$ cat src/rtl/alu_wide_seq.sv
// Purpose : sequences an NBYTES-wide op over the shared 8-bit alu, one byte per cycle, LSB first.
// Latency : resp_valid rises NBYTES cycles after acceptance for group 00, and 1 cycle after for other groups.
// Backpr. : accepts one request only in IDLE, then holds the result in DONE until resp_ready.
// Ports   : clk/rst (sync, active-high); req_* valid/ready request; resp_* valid/ready wide result + flags;
//           alu_operand_a/b, alu_group, alu_op, alu_carry_in drive the alu (zero outside EXEC);
//           alu_result, alu_flag_z/n/c/v return from the alu.
module alu_wide_seq #(
  parameter int         NBYTES = 2,
  parameter logic [5:0] OP_ADD = 6'd0,
  parameter logic [5:0] OP_ADC = 6'd1,
  parameter logic [5:0] OP_SUB = 6'd2,
  parameter logic [5:0] OP_SBC = 6'd3,
  localparam int        W      = 8 * NBYTES
) (
  input  logic         clk,
  input  logic         rst,
  input  logic         req_valid,
  output logic         req_ready,
  input  logic [W-1:0] req_a,
  input  logic [W-1:0] req_b,
  input  logic [1:0]   req_group,
  input  logic [5:0]   req_op,
  input  logic         req_carry_in,
  output logic         resp_valid,
  input  logic         resp_ready,
  output logic [W-1:0] resp_result,
  output logic         resp_z,
  output logic         resp_n,
  output logic         resp_c,
  output logic         resp_v,
  output logic [7:0]   alu_operand_a,
  output logic [7:0]   alu_operand_b,
  output logic [1:0]   alu_group,
  output logic [5:0]   alu_op,
  output logic         alu_carry_in,
  input  logic [7:0]   alu_result,
  input  logic         alu_flag_z,
  input  logic         alu_flag_n,
  input  logic         alu_flag_c,
  input  logic         alu_flag_v
);

  localparam int            IW       = (NBYTES > 1) ? $clog2(NBYTES) : 1;
  localparam logic [IW-1:0] LAST_IDX = IW'(NBYTES - 1);

  typedef enum logic [1:0] {IDLE, EXEC, DONE} state_t;

  state_t                  state;
  logic [IW-1:0]           byte_idx;
  logic [NBYTES-1:0][7:0]  a_lat;
  logic [NBYTES-1:0][7:0]  b_lat;
  logic [NBYTES-1:0][7:0]  res_q;
  logic [1:0]              group_q;
  logic [5:0]              op_q;
  logic                    cin_q;
  logic                    carry_q;
  logic                    z_acc;
  logic                    req_ready_q;
  logic                    resp_valid_q;
  logic                    resp_z_q;
  logic                    resp_c_q;
  logic                    resp_v_q;

  // Per-byte negative flag is irrelevant: wide N comes straight from the top result bit.
  logic unused_alu_flag_n;
  assign unused_alu_flag_n = alu_flag_n;

  logic is_narrow;
  logic last_byte;
  logic upper_a_zero;
  logic z_final;

  assign is_narrow    = (group_q != 2'b00);
  assign last_byte    = is_narrow || (byte_idx == LAST_IDX);
  assign upper_a_zero = (a_lat[NBYTES-1:1] == '0);
  // Narrow ops pass the upper A bytes through, so they take part in wide Z.
  assign z_final      = is_narrow ? (alu_flag_z && upper_a_zero) : (z_acc && alu_flag_z);

  // The alu is only ours while in EXEC; park its inputs at zero otherwise.
  always_comb begin
    alu_operand_a = '0;
    alu_operand_b = '0;
    alu_group     = '0;
    alu_op        = '0;
    alu_carry_in  = 1'b0;
    if (state == EXEC) begin
      alu_operand_a = a_lat[byte_idx];
      alu_operand_b = b_lat[byte_idx];
      alu_group     = group_q;
      alu_op        = op_q;
      alu_carry_in  = cin_q;
      if (byte_idx != '0) begin
        alu_carry_in = carry_q;
        if (op_q == OP_ADD) alu_op = OP_ADC;
        else if (op_q == OP_SUB) alu_op = OP_SBC;
      end
    end
  end

  always_ff @(posedge clk) begin
    if (rst) begin
      state        <= IDLE;
      byte_idx     <= '0;
      a_lat        <= '0;
      b_lat        <= '0;
      res_q        <= '0;
      group_q      <= '0;
      op_q         <= '0;
      cin_q        <= 1'b0;
      carry_q      <= 1'b0;
      z_acc        <= 1'b0;
      req_ready_q  <= 1'b1;
      resp_valid_q <= 1'b0;
      resp_z_q     <= 1'b0;
      resp_c_q     <= 1'b0;
      resp_v_q     <= 1'b0;
    end else begin
      case (state)
        IDLE: begin
          if (req_valid) begin
            a_lat       <= req_a;
            b_lat       <= req_b;
            group_q     <= req_group;
            op_q        <= req_op;
            cin_q       <= req_carry_in;
            // Preload with A so narrow ops leave bytes 1.. equal to A.
            res_q       <= req_a;
            byte_idx    <= '0;
            z_acc       <= 1'b1;
            req_ready_q <= 1'b0;
            state       <= EXEC;
          end
        end
        EXEC: begin
          res_q[byte_idx] <= alu_result;
          z_acc           <= z_acc && alu_flag_z;
          carry_q         <= alu_flag_c;
          if (last_byte) begin
            resp_z_q     <= z_final;
            resp_c_q     <= alu_flag_c;
            resp_v_q     <= alu_flag_v;
            resp_valid_q <= 1'b1;
            state        <= DONE;
          end else begin
            byte_idx <= byte_idx + IW'(1);
          end
        end
        DONE: begin
          if (resp_ready) begin
            resp_valid_q <= 1'b0;
            req_ready_q  <= 1'b1;
            state        <= IDLE;
          end
        end
        default: begin
          resp_valid_q <= 1'b0;
          req_ready_q  <= 1'b1;
          state        <= IDLE;
        end
      endcase
    end
  end

  assign req_ready   = req_ready_q;
  assign resp_valid  = resp_valid_q;
  assign resp_result = res_q;
  assign resp_n      = res_q[NBYTES-1][7];
  assign resp_z      = resp_z_q;
  assign resp_c      = resp_c_q;
  assign resp_v      = resp_v_q;

endmodule

$ cat config.mk
export PLATFORM = sky130hd
export DESIGN_NAME = alu_wide_seq
export DESIGN_NICKNAME = d
export VERILOG_FILES = /design/src/rtl/alu_wide_seq.sv
export SDC_FILE = /design/constraint.sdc
export NUM_CORES = 1
export LEC_CHECK = 0
export ABC_AREA = 1
export BUFFER_PORTS_ARGS = -buffer_cell sky130_fd_sc_hd__buf_2
export CELL_PAD_IN_SITES_DETAIL_PLACEMENT = 0
export CELL_PAD_IN_SITES_GLOBAL_PLACEMENT = 1
export CORE_ASPECT_RATIO = 1.75
export CORE_MARGIN = 2
export CORE_UTILIZATION = 36
export DETAILED_ROUTE_END_ITERATION = 16
export PLACE_DENSITY_LB_ADDON = 0.05
export SYNTH_ARGS = -nofsm -noshare
export SYNTH_HDL_FRONTEND = slang
export SYNTH_SLANG_ARGS = --single-unit
$ cat constraint.sdc
create_clock -name clk -period 3.55 [get_ports clk]
set_input_delay 0.1775 -clock clk [delete_from_list [all_inputs] [get_ports clk]]
set_output_delay 0.1775 -clock clk [all_outputs]
set_load 0.1 [all_outputs]
Word level (Yosys, flattened, before mapping)
Cells that the tools add are included.

operators by class
  equality and inequality tests = 7
  multiplexer cells = 33
  magnitude comparators = 2
  divide/modulo/power cells = 0
  reductions and logical operators = 16
  bitwise logic cells = 2
  shift operators = 0
  add/subtract/negate cells = 1
  multiply operators = 0

operators by type and width
  operator                                            number
  two-way mux 8 bit                                   7
  one-hot mux 16 bit (2 select lines)                 1
  two-way mux 6 bit                                   4
  bitwise mux 16 bit                                  1
  two-way mux 16 bit                                  1
  AND reduction 3 bit                                 4
  two-way mux 1 bit                                   9
  demux 8 bit (select 1 bit)                          1
  zero test 8 bit                                     1
  two-way mux 2 bit                                   4
  inequality test 2 bit, second input constant        4
  == test 6 x 2 -> 1 bit, second input constant       1
  zero test 6 bit                                     1
  one-hot mux 1 bit (3 select lines)                  2
  one-hot mux 2 bit (3 select lines)                  1
  AND reduction 2 bit                                 3
  one-hot mux 1 bit (2 select lines)                  2
  nonzero test 2 bit                                  2
  logical AND 1 bit                                   3
  == test 2 x 1 -> 1 bit, second input constant       1
  == test 2 bit, second input constant                1
  zero test 2 bit                                     1
  < comparator 1 x 2 -> 1 bit, second input constant  1
  NOT 1 bit                                           2
  other kinds (3)                                     3

storage, ports and cells
  memories kept = 0
  bits of input ports = 57
  word-level logic and storage cells = 79
  ROM bits = 0
  register bits = 67
  RAM bits = 0
  bits in latches = 0

Logic depth before layout (Yosys ltp)
Gate-level depths: netlist (run 1).

  word-level depth = 6
  depth in mapped cells = 8
  mapped depth without buffers = 7

Least setup slack after synthesis (run 1)
No wires, ideal clock.

  path type = reg-to-output
  from = register state[0]
  to = output alu_operand_a[0]
  stages on the path, launching flop included = 5
  arrival time = 2.832 ns
  slack = 0.541 ns
  data required time = 3.372 ns
  path through = dfxtp_1 -> inv_2 -> nor2_4 -> nand2_1 -> o21ai_0

on the way
  longest elaborated chain between the ends = 2

ends and longest elaborated chain
  item                    RTL line  source
  start, declared         48        state_t state;
  start signal, assigned  102       state <= IDLE;
  start signal, assigned  131       state <= EXEC;
  start signal, assigned  143       state <= DONE;
  == test 2 x 1 -> 1 bit  86        if (state == EXEC) begin
  two-way mux 8 bit       86
  end, declared           31        output logic [7:0] alu_operand_a,

Every way passes these cells.

Worst setup path after layout (run 1)
  from = register state[1]
  to = output alu_operand_a[0]

Same word-level chain as after synthesis.

==> key figures, run 1 <==
Outcome
  – Outcome: finished clean

Pwr
  – Sw Share: 0.353
  – Lkg Pwr: 1.69 nW
  – Comb pwr share: 0.256
  – P_sw: about 0.78 mW
  – Peak supply drop: around 0.00032 V
  – Clock power share: 0.352
  – Internal Dissipation: 1.42 mW
  – Sequential share of power: 0.392
  – Power per cell area: 625 nW/µm²

STA
  – Fin crit share: 0.669
  – Setup TNS: 0 ns
  – Final WS setup: 1.17 ns
  – Max_slew headroom: 0.467
  – Fin. max-slew vios: 0
  – Setup violations, final: 0
  – Final hold violation count: 0
  – Tightest Pin Transition: 0.798 ns
  – Skew final: 0.00285 ns
  – Peak Freq: 421 MHz
  – Final critical-path required period: 2.38 ns
  – Unrepaired setup endpoints after global routing: no

Setup path
  – Critical Path Fanout Max: 24
  – CP arrival: 2.20 ns
  – Worst R2R Start: state[1]
  – Endpoint type of the worst setup path: primary output
  – WS Path Type: flip-flop to primary output
  – R2R cell count: 7
  – R2r setup slk: 1.61 ns
  – Startpoint Class: flip-flop
  – CP required: 3.37 ns
  – RR Endpoint: resp_result[13]

Logic synthesis
  – Mean post-synth cell area: 7.49 µm²
  – Number of synthesized flops with an enable pin: 0
  – Yosys warnings: 0
  – Post-synth net total: 426
  – Cell taking the most area after synthesis: dfxtp_1
  – Register area share after synthesis: 0.486
  – Most frequent cells after synthesis: nand2_1, dfxtp_1, nor2_1, a21oi_1, o21ai_0
  – Largest cells by area after synthesis: dfxtp_1, nand2_1, nor2_1
  – Synth Flop Type: dfxtp_1
  – Yosys top cell area share: 0.486
  – Most instantiated library cell after synthesis: nand2_1
  – Cells after synthesis: 369
  – Yosys reg bits: 67
  – Mapped Area: between 2000 and 3000 µm²
  – Yosys cell types: 20
  – Ys async rst share: 0

Placed design
  – Pre-CTS WS: 1.49 ns
  – DP HPWL: 5300 µm
  – Routability congestion estimate: 0.740
  – Area after DPL: 3270 µm²
  – Port Buffers: 102

Final layout
  – Final Util: 0.468
  – Final Instance Area: 3520 µm²
  – Area delta synth->final: 27.3%
  – Final net count: 519
  – Number of fill cells in the layout: 838
  – Number of diodes: 0
  – Ratio of cells with drive above 1 in the final layout: 0.282

Floorplanning
  – Core ar.: 7510 µm²
  – Initial core utilization: 0.368
  – # rows: 42
  – IO Count: 104
  – Die W: 70.2 µm
  – Vert. Die Dim: 120 µm
  – Die Area: ~8400 µm²

Detailed routing
  – Via count: 2,695
  – DRC Markers: 0
  – Pre-antenna DRT Iters: 4
  – DR WL/cell: 13.7 µm
  – Vias per Instance: between 4 and 5
  – Detailed Route WL: 7580 µm
  – Drt initial violations: approximately 80
  – Antenna viol nets, final: 0

Clocking
  – Maximum clock path buffer count: 2
  – # hold bufs at CTS: 0
  – Clock root buffer: clkbuf_16
  – Clock Sink Count: 67
  – H-Tree Level Count: 3
  – Inserted Clock Buffers: 9
  – CTS tree: yes
  – Reg clk slew, reported paths: 0.05 ns
  – Post-CTS Resized: 0
  – Worst skew pair latency: 0.33 ns
  – Postcts setup bufs: 0

Min path
  – Hold path startpoint: alu_flag_v
  – Hold Path End: resp_v
  – Hold Crit Class: input port to flip-flop
  – Hold path depth: 3

Global routing
  – GRT Total Usage: 0.188
  – Initial antenna violation count: 0
  – Vias in the first global route: 2,544
  – Grt total ovfl: 0
  – Largest net degree at the start of global routing: 55
  – First-pass GRT wire length: about 12,000 µm

Job
  – Max cap viols: 0
==> kinds of logic (layout without fill, tap and decap cells) <==
group,Yosys count,in the layout,synth area share
compound gates,96,96,0.189
buf+inv,43,138,0.0743
flops,67,67,0.486
simple gates,163,163,0.251
==> cells in the final DEF (no fill, tap or decap), types with 3 or more instances in the layout <==
master and n:
nand2_2 10, nor2_4 3, clkbuf_1 3, nor3_1 3, o21ai_0 36, nand3_1 7, a22o_1 11, clkbuf_16 9
dfxtp_1 67, buf_2 102, nor2_1 66, inv_1 19, a21oi_1 48, inv_2 3, nand2_1 72
==> power by group through the flow <==
stage	Combinational [mW]	Sequential (mW)	Clock (mW)
floorplan	0.301	1.03	0
global placement	0.567	0.876	0
detailed placement	0.569	0.878	0
CTS	0.570	0.863	0.791
global route	0.609	0.870	0.818
finish	0.562	0.862	0.772
==> worst max-delay path, cell delays in order (launching register included) <==
cell and delay, ns:
dfxtp_1 0.35, inv_2 0.13, nand2_4 0.14, nor2_4 0.53, nand2_1 0.13, o21ai_0 0.12, buf_2 0.46
==> metal layers <==
metal | up-vias | routed length (µm) | track usage
li1 | 1384 | - | -
met2 | 73 | 3840 | 0.316
met1 | 1224 | 3170 | 0.221
met3 | 14 | 401 | 0.0453
met5 | - | 0 | 0
met4 | 0 | 163 | 0.0901
==> final cells by class <==
class / instances / area, µm² / area share
repair buffers: 102 / 510 / 0.145
clock buffers: 13 / 250 / 0.0711
multi-input cells: 259 / 1220 / 0.346
well taps: 88 / 110 / 0.0313
inverters: 23 / 88.8 / 0.0253
flip-flops and latches: 67 / 1340 / 0.381
==> metrics by stage <==
| stage | power [mW] | cells | hold slack, ns |
|---|---|---|---|
| 2_1_floorplan | 1.33 | 369 | 0.312 |
| 3_3_place_gp | 1.44 | 539 | 0.404 |
| 3_5_place_dp | 1.45 | 539 | 0.414 |
| 4_1_cts | 2.22 | 552 | 0.0738 |
| 5_1_grt | 2.30 | 552 | 0.0951 |
| 6_report | 2.20 | 552 | 0.0764 |
==> state kept, by name (all words and copies together), names as in the netlist <==
| register | cells |
|---|---|
| a_lat | 16 |
| b_lat | 16 |
| byte_idx | 1 |
| carry_q | 1 |
| cin_q | 1 |
| group_q | 2 |
| op_q | 6 |
| req_ready | 1 |
| resp_c | 1 |
| resp_n | 1 |
| resp_result | 15 |
| resp_v | 1 |
| resp_valid | 1 |
| resp_z | 1 |
| state | 2 |
| z_acc | 1 |
==> worst max-delay path by stage <==
stage	start	endpoint	slack (ns)	cells past startpoint
after CTS	state[1]	alu_operand_a[0]	1.13	6
after floorplan	state[0]	alu_operand_a[0]	0.54	4
after detailed placement	state[1]	alu_operand_a[0]	1.49	6
final	state[1]	alu_operand_a[0]	1.17	6
after global placement	state[1]	alu_operand_a[0]	1.48	6
after global routing	state[1]	alu_operand_a[2]	1.02	6
No activity file was read; power rests on OpenSTA's default activity.
==> run 2: changes to the inputs <==
--- a/config.mk
+++ b/config.mk
@@ -11,7 +11,7 @@
 export CELL_PAD_IN_SITES_GLOBAL_PLACEMENT = 1
 export CORE_ASPECT_RATIO = 1.75
 export CORE_MARGIN = 2
-export CORE_UTILIZATION = 36
+export CORE_UTILIZATION = 34
 export DETAILED_ROUTE_END_ITERATION = 16
 export PLACE_DENSITY_LB_ADDON = 0.05
 export SYNTH_ARGS = -nofsm -noshare
==> constraint.sdc (replaced) <==
create_clock -name clk -period 2.4 [get_ports clk]
set_input_delay 0.12 -clock clk [delete_from_list [all_inputs] [get_ports clk]]
set_output_delay 0.12 -clock clk [all_outputs]
set_load 0.1 [all_outputs]
==> run 2 against run 1 <==
  * Die area is 5.6% higher
  * Clock power is 65% higher
  * Total power is 54% higher
  * First-iteration DRC count is 11% lower
  * Global-route usage hardly changed
  * Register-to-register slack worse by 0.94 ns
  * Final cell count is 1.6% higher
  * Worst hold slack worse by 0.058 ns
  * Sequential power is 48% higher
  * Critical path type unchanged
  * Largest power group unchanged
==> key figures, run 2 (same netlist as run 1, synthesis figures left out) <==
Outcome
  – Outcome: finished clean

Global routing
  – Vias in the first global route: 2,604 (+2.4%)
  – Initial antenna violation count: 0 (unchanged)
  – Busiest grt layer: met2
  – GRT Total Usage: 0.188 (-0.000202)
  – Met1 Track Usage GR: 0.211 (-0.0103)
  – Grt total ovfl: 0 (unchanged)
  – Largest net degree at the start of global routing: 37 (-33%)
  – Met2 Track Usage GR: 0.329 (+0.0125)
  – First-pass GRT wire length: 12,600 µm (+2.5%)
  – Met3 global-route usage: 0.0489 (+0.00356)

Setup path
  – CP arrival: 2.19 ns (about the same)
  – R2R cell count: 7 (unchanged)
  – Endpoint type of the worst setup path: primary output
  – Critical Path Fanout Max: 19 (-21%)
  – RR Endpoint: resp_result[11]
  – Worst path slowest cell: nor2_4
  – Worst path buffer plus inverter count: 2 (unchanged)
  – Worst R2R Start: state[1]
  – CP required: 2.28 ns (-1.09 ns)
  – WS Path Type: flip-flop to primary output
  – Sequence of cells on the critical path: inv_1, nor2_4, a22o_1, buf_2
  – CP peak stage delay: 0.50 ns (-0.03 ns)
  – R2r setup slk: 0.67 ns (-0.94 ns)
  – Startpoint Class: flip-flop
  – Critical path's top delay family: buffers and inverters

Job
  – Max cap viols: 0 (unchanged)

Pwr
  – Peak supply drop: 0.000480 V (+52%)
  – Lkg Pwr: 1.73 nW (+2.4%)
  – Power per cell area: 944 nW/µm² (+51%)

Final layout
  – Final Util: 0.454 (-0.0140)
  – Final net count: 523 (+0.77%)
  – Ratio of cells with drive above 1 in the final layout: 0.295 (+0.0128)
  – Number of diodes: 0 (unchanged)
  – Number of fill cells in the layout: 876 (+4.5%)
  – Leading cell types in the layout, fill and taps excluded: buf_2, nand2_1, dfxtp_1, nor2_1, a21oi_1
  – Non-filler cells, final: 561 (+1.6%)
  – Most common cell after layout, fill and taps aside: buf_2
  – Final Instance Area: 3590 µm² (+2.1%)
  – Area delta synth->final: 30.0%

Floorplanning
  – Die W: 72.1 µm (+2.7%)
  – Vert. Die Dim: 123 µm (+2.8%)
  – # rows: 43 (+2.4%)
  – IO Count: 104 (unchanged)
  – Initial core utilization: 0.349 (-0.0183)
  – Core ar.: 7910 µm² (+5.2%)
  – Die Area: 8890 µm² (+5.6%)

STA
  – Skew final: 0.00466 ns (+0.00180 ns)
  – WHS: 0.0180 ns (-0.0584 ns)
  – Max_slew headroom: 0.470 (+0.00255)
  – Setup violations, final: 0 (unchanged)
  – Fin. max-slew vios: 0 (unchanged)
  – Peak Freq: 434 MHz
  – Fin crit share: 0.961
  – Unrepaired setup endpoints after global routing: yes
  – Final critical-path required period: 2.31 ns
  – Tightest Pin Transition: 0.795 ns (-0.00383 ns)
  – Final hold violation count: 0 (unchanged)
  – Setup TNS: 0 ns (unchanged)

Clocking
  – Clock Sink Count: 67 (unchanged)
  – # hold bufs at CTS: 0 (unchanged)
  – Postcts setup bufs: 0 (unchanged)
  – H-Tree Level Count: 3 (unchanged)
  – Reg clk slew, reported paths: 0.05 ns (about the same)
  – Post-CTS Resized: 0 (unchanged)
  – Maximum clock path buffer count: 2 (unchanged)
  – Inserted Clock Buffers: 9 (unchanged)
  – CTS tree: yes
  – Worst skew pair latency: 0.33 ns (about the same)
  – Clock root buffer: clkbuf_16

Detailed routing
  – Drt initial violations: 70 (-11%)
  – DRC Markers: 0 (unchanged)
  – DR WL/cell: 14.3 µm (+4.3%)
  – Via count: 2,714 (+0.71%)
  – Pre-antenna DRT Iters: 4 (unchanged)
  – Antenna viol nets, final: 0 (unchanged)
  – Detailed Route WL: 8040 µm (+6.0%)
  – Vias per Instance: 4.84 (-0.91%)

Placed design
  – Routability congestion estimate: 0.736 (-0.53%)
  – Port Buffers: 102 (unchanged)
  – DP HPWL: 5630 µm (+6.0%)
  – Area after DPL: 3290 µm² (+0.77%)
  – Placed insts: 544 (+0.93%)

Min path
  – Hold path depth: 3 (unchanged)
  – Hold path startpoint: alu_flag_v
  – Hold Path End: resp_v
  – Hold Crit Class: input port to flip-flop
[run 2: cell count changes in the layout (fill, tap and decap cells not counted)]
cell,before,now
nor2_2,0,1
buf_4,0,3
clkbuf_8,1,4
clkbuf_1,3,2
clkinv_2,0,1
[run 2: per-stage QoR]
stage / power [mW] / setup slack (ns)
finish: 3.39 / 0.0935
CTS: 3.43 / 0.0930
global placement: 2.14 / 0.471
detailed placement: 2.15 / 0.452
floorplan: 1.97 / -0.552
global route: 3.55 / -0.00266
[run 2: routing by layer]
layer,part of all wire,routed length (µm),vias to the layer above
li1,-,-,1396
met2,0.53,4250,71
met1,0.40,3240,1237
met3,0.050,403,10
met4,0.018,147,0
met5,0,0,-
[run 2: worst min-delay path, stage by stage]
cell	delay (ns)
buf_2	0.08
nor2_1	0.03
nor2_1	0.08
[run 2: layout make-up]
cell class / instances / area [µm²] / area share
sequential: 67 / 1340 / 0.374
timing repair buffer: 105 / 533 / 0.148
tap: 90 / 113 / 0.0314
inverter: 23 / 88.8 / 0.0247
clock buffer: 15 / 288 / 0.0801
multi-input combinational: 260 / 1220 / 0.340
clock inverter: 1 / 5.00 / 0.00139
[run 2: worst max path at each step]
stage	start	to	cells past startpoint	slack, ns
floorplan	state[0]	alu_operand_a[0]	4	-0.55
global placement	state[1]	alu_operand_a[6]	5	0.47
detailed placement	state[1]	alu_operand_a[6]	5	0.45
CTS	state[1]	alu_operand_a[6]	5	0.09
global route	state[1]	alu_operand_a[4]	6	-0.003
finish	byte_idx	alu_operand_a[6]	4	0.09
[run 2: power breakdown]
| group | switching [mW] | internal [mW] |
|---|---|---|
| Clock | 0.457 | 0.811 |
| Combinational | 0.669 | 0.178 |
| Sequential | 0.0563 | 1.22 |
==> run 3: changes to the inputs <==
--- a/config.mk
+++ b/config.mk
@@ -7,11 +7,9 @@
 export LEC_CHECK = 0
 export ABC_AREA = 1
 export BUFFER_PORTS_ARGS = -buffer_cell sky130_fd_sc_hd__buf_2
-export CELL_PAD_IN_SITES_DETAIL_PLACEMENT = 0
-export CELL_PAD_IN_SITES_GLOBAL_PLACEMENT = 1
 export CORE_ASPECT_RATIO = 1.75
 export CORE_MARGIN = 2
-export CORE_UTILIZATION = 34
+export CORE_UTILIZATION = 49
 export DETAILED_ROUTE_END_ITERATION = 16
 export PLACE_DENSITY_LB_ADDON = 0.05
 export SYNTH_ARGS = -nofsm -noshare
==> run 3 against run 2 <==
  * Flip-flop and latch count is the same
  * Count of clock-buffer cells in the layout unchanged
  * Total power down 12%
  * Die area decreased by 29%
  * Combinational power fell by 1%
  * Worst setup slack improved by 0.10 ns
  * Via count fell by 0.26%
  * Routed wire length decreased by 13%
  * Core utilization is 18 points higher
  * Critical path type unchanged
  * Largest cell class unchanged
==> key figures, run 3 (same netlist as run 1, synthesis figures left out) <==
Pwr
  – Peak supply drop: 0.000528 V (+10%)
  – Final Power: 3.00 mW (-12%)
  – Power per cell area: 861 nW/µm² (-8.8%)
  – Lkg Pwr: 1.69 nW (-2.2%)

Final layout
  – Non-filler cells, final: 548 (-2.3%)
  – Leading cell types in the layout, fill and taps excluded: buf_2, nand2_1, dfxtp_1, nor2_1, a21oi_1
  – Final net count: 524 (+0.19%)
  – Ratio of cells with drive above 1 in the final layout: 0.294 (-0.000625)
  – Final Instance Area: 3480 µm² (-3.0%)
  – Number of diodes: 0 (unchanged)
  – Area delta synth->final: 26.1%
  – Most common cell after layout, fill and taps aside: buf_2
  – Sequential standard cell area: 1340 µm² (unchanged)
  – Number of fill cells in the layout: 549 (-37%)
  – Multi-input logic area: 1220 µm² (-0.51%)

Min path
  – Hold path startpoint: alu_flag_c
  – Hold Crit Class: input port to flip-flop

Placed design
  – Area after DPL: 3280 µm² (-0.30%)
  – Routability congestion estimate: 0.784 (+6.5%)
  – DP HPWL: 5040 µm (-10%)
  – Placed insts: 531 (-2.4%)
  – Port Buffers: 102 (unchanged)

STA
  – Fin. max-slew vios: 0 (unchanged)
  – Tightest Pin Transition: 0.735 ns (-0.0595 ns)
  – Final critical-path required period: 2.21 ns (-0.100 ns)
  – Skew final: 0.00502 ns (+0.000364 ns)
  – Setup violations, final: 0 (unchanged)
  – Setup TNS: 0 ns (unchanged)
  – Max_slew headroom: 0.509 (+0.0397)
  – Peak Freq: 453 MHz (+4.5%)
  – Fin crit share: 0.919 (-0.0417)
  – Unrepaired setup endpoints after global routing: no
  – Final hold violation count: 0 (unchanged)

Global routing
  – Initial antenna violation count: 0 (unchanged)
  – First-pass GRT wire length: 10,600 µm (-16%)
  – Largest net degree at the start of global routing: 37 (unchanged)
  – GRT Total Usage: 0.229 (+0.0412)
  – Vias in the first global route: 2,440 (-6.3%)
  – Grt total ovfl: 0 (unchanged)

Detailed routing
  – Detailed Route WL: 6980 µm (-13%)
  – Drt initial violations: 117 (+67%)
  – DR WL/cell: 12.7 µm (-11%)
  – DRC Markers: 0 (unchanged)
  – Vias per Instance: 4.94 (+2.1%)
  – Pre-antenna DRT Iters: 4 (unchanged)
  – Via count: 2,707 (-0.26%)
  – Antenna viol nets, final: 0 (unchanged)

Clocking
  – CTS tree: yes
  – Clock Sink Count: 67 (unchanged)
  – Worst skew pair latency: 0.34 ns (about the same)
  – Inserted Clock Buffers: 9 (unchanged)
  – Maximum clock path buffer count: 2 (unchanged)
  – H-Tree Level Count: 3 (unchanged)
  – Post-CTS Resized: 0 (unchanged)
  – Clock root buffer: clkbuf_8
  – Reg clk slew, reported paths: 0.06 ns (about the same)

Floorplanning
  – Die W: 60.8 µm (-16%)
  – Die Area: 6280 µm² (-29%)
  – IO Count: 104 (unchanged)
  – Initial core utilization: 0.503 (+0.153)
  – Vert. Die Dim: 103 µm (-16%)
  – Core ar.: 5500 µm² (-31%)
  – # rows: 36 (-16%)

Setup path
  – Setup crit start: state[1]
  – WS Path Type: flip-flop to primary output
  – Worst R2R Start: state[1]
  – CP arrival: 2.09 ns (-0.10 ns)
  – Startpoint Class: flip-flop
  – CP required: 2.28 ns (about the same)
  – Endpoint type of the worst setup path: primary output
  – Critical Path Fanout Max: 21 (+2)

Job
  – Max cap viols: 0 (unchanged)

Outcome
  – Outcome: finished clean
## run 3: timing repair
item / 4_1_cts / 5_1_grt
buffers inserted: 0 / 0
endpoints found under the hold margin: 1 / 0
hold buffers: 1 / 0
## run 3: layer usage
layer,share of wire,track usage
met2,0.53,0.401
met3,0.058,0.0659
met5,0,0
met1,0.40,0.249
met4,0.013,0.100
## run 3: report_power, final
group / total (mW) / internal [mW] / switching, mW
sequential: 1.27 / 1.22 / 0.0559
combinational: 0.835 / 0.178 / 0.657
clock: 0.891 / 0.488 / 0.403
total: 3.00 / 1.88 / 1.12
## run 3: critical path: stages, from the launching register on
cell	delay (ns)
dfxtp_1	0.35
inv_2	0.13
nand2_4	0.13
nor2_4	0.44
nand2_1	0.09
o21ai_0	0.12
buf_2	0.47
## run 3: area by class of cell
cell class / instances / share of cell area
flip-flops and latches: 67 / 0.385
multi-input cells: 259 / 0.349
repair buffers: 107 / 0.158
clock buffers: 15 / 0.0535
well taps: 76 / 0.0273
inverters: 23 / 0.0255
clock inverters: 1 / 0.00144
## run 3: worst paths after layout
check / end / slack [ns] / depth (start not counted)
hold / removal: resp_c / 0.03 / 3
setup / recovery: alu_operand_a[0] / 0.19 / 6
hold reg to reg: op_q[0] / 0.45 / 2
setup reg to reg: resp_result[1] / 0.80 / 8
## run 3: through the flow
| stage | setup slack [ns] | utilization | hold WS, ns |
|---|---|---|---|
| CTS | 0.150 | 0.634 | 0.0223 |
| finish | 0.193 | 0.634 | 0.0304 |
| detailed placement | 0.535 | 0.597 | 0.360 |
| global route | 0.0307 | 0.634 | 0.0369 |
| global placement | 0.564 | 0.597 | 0.349 |
| floorplan | -0.552 | - | 0.255 |
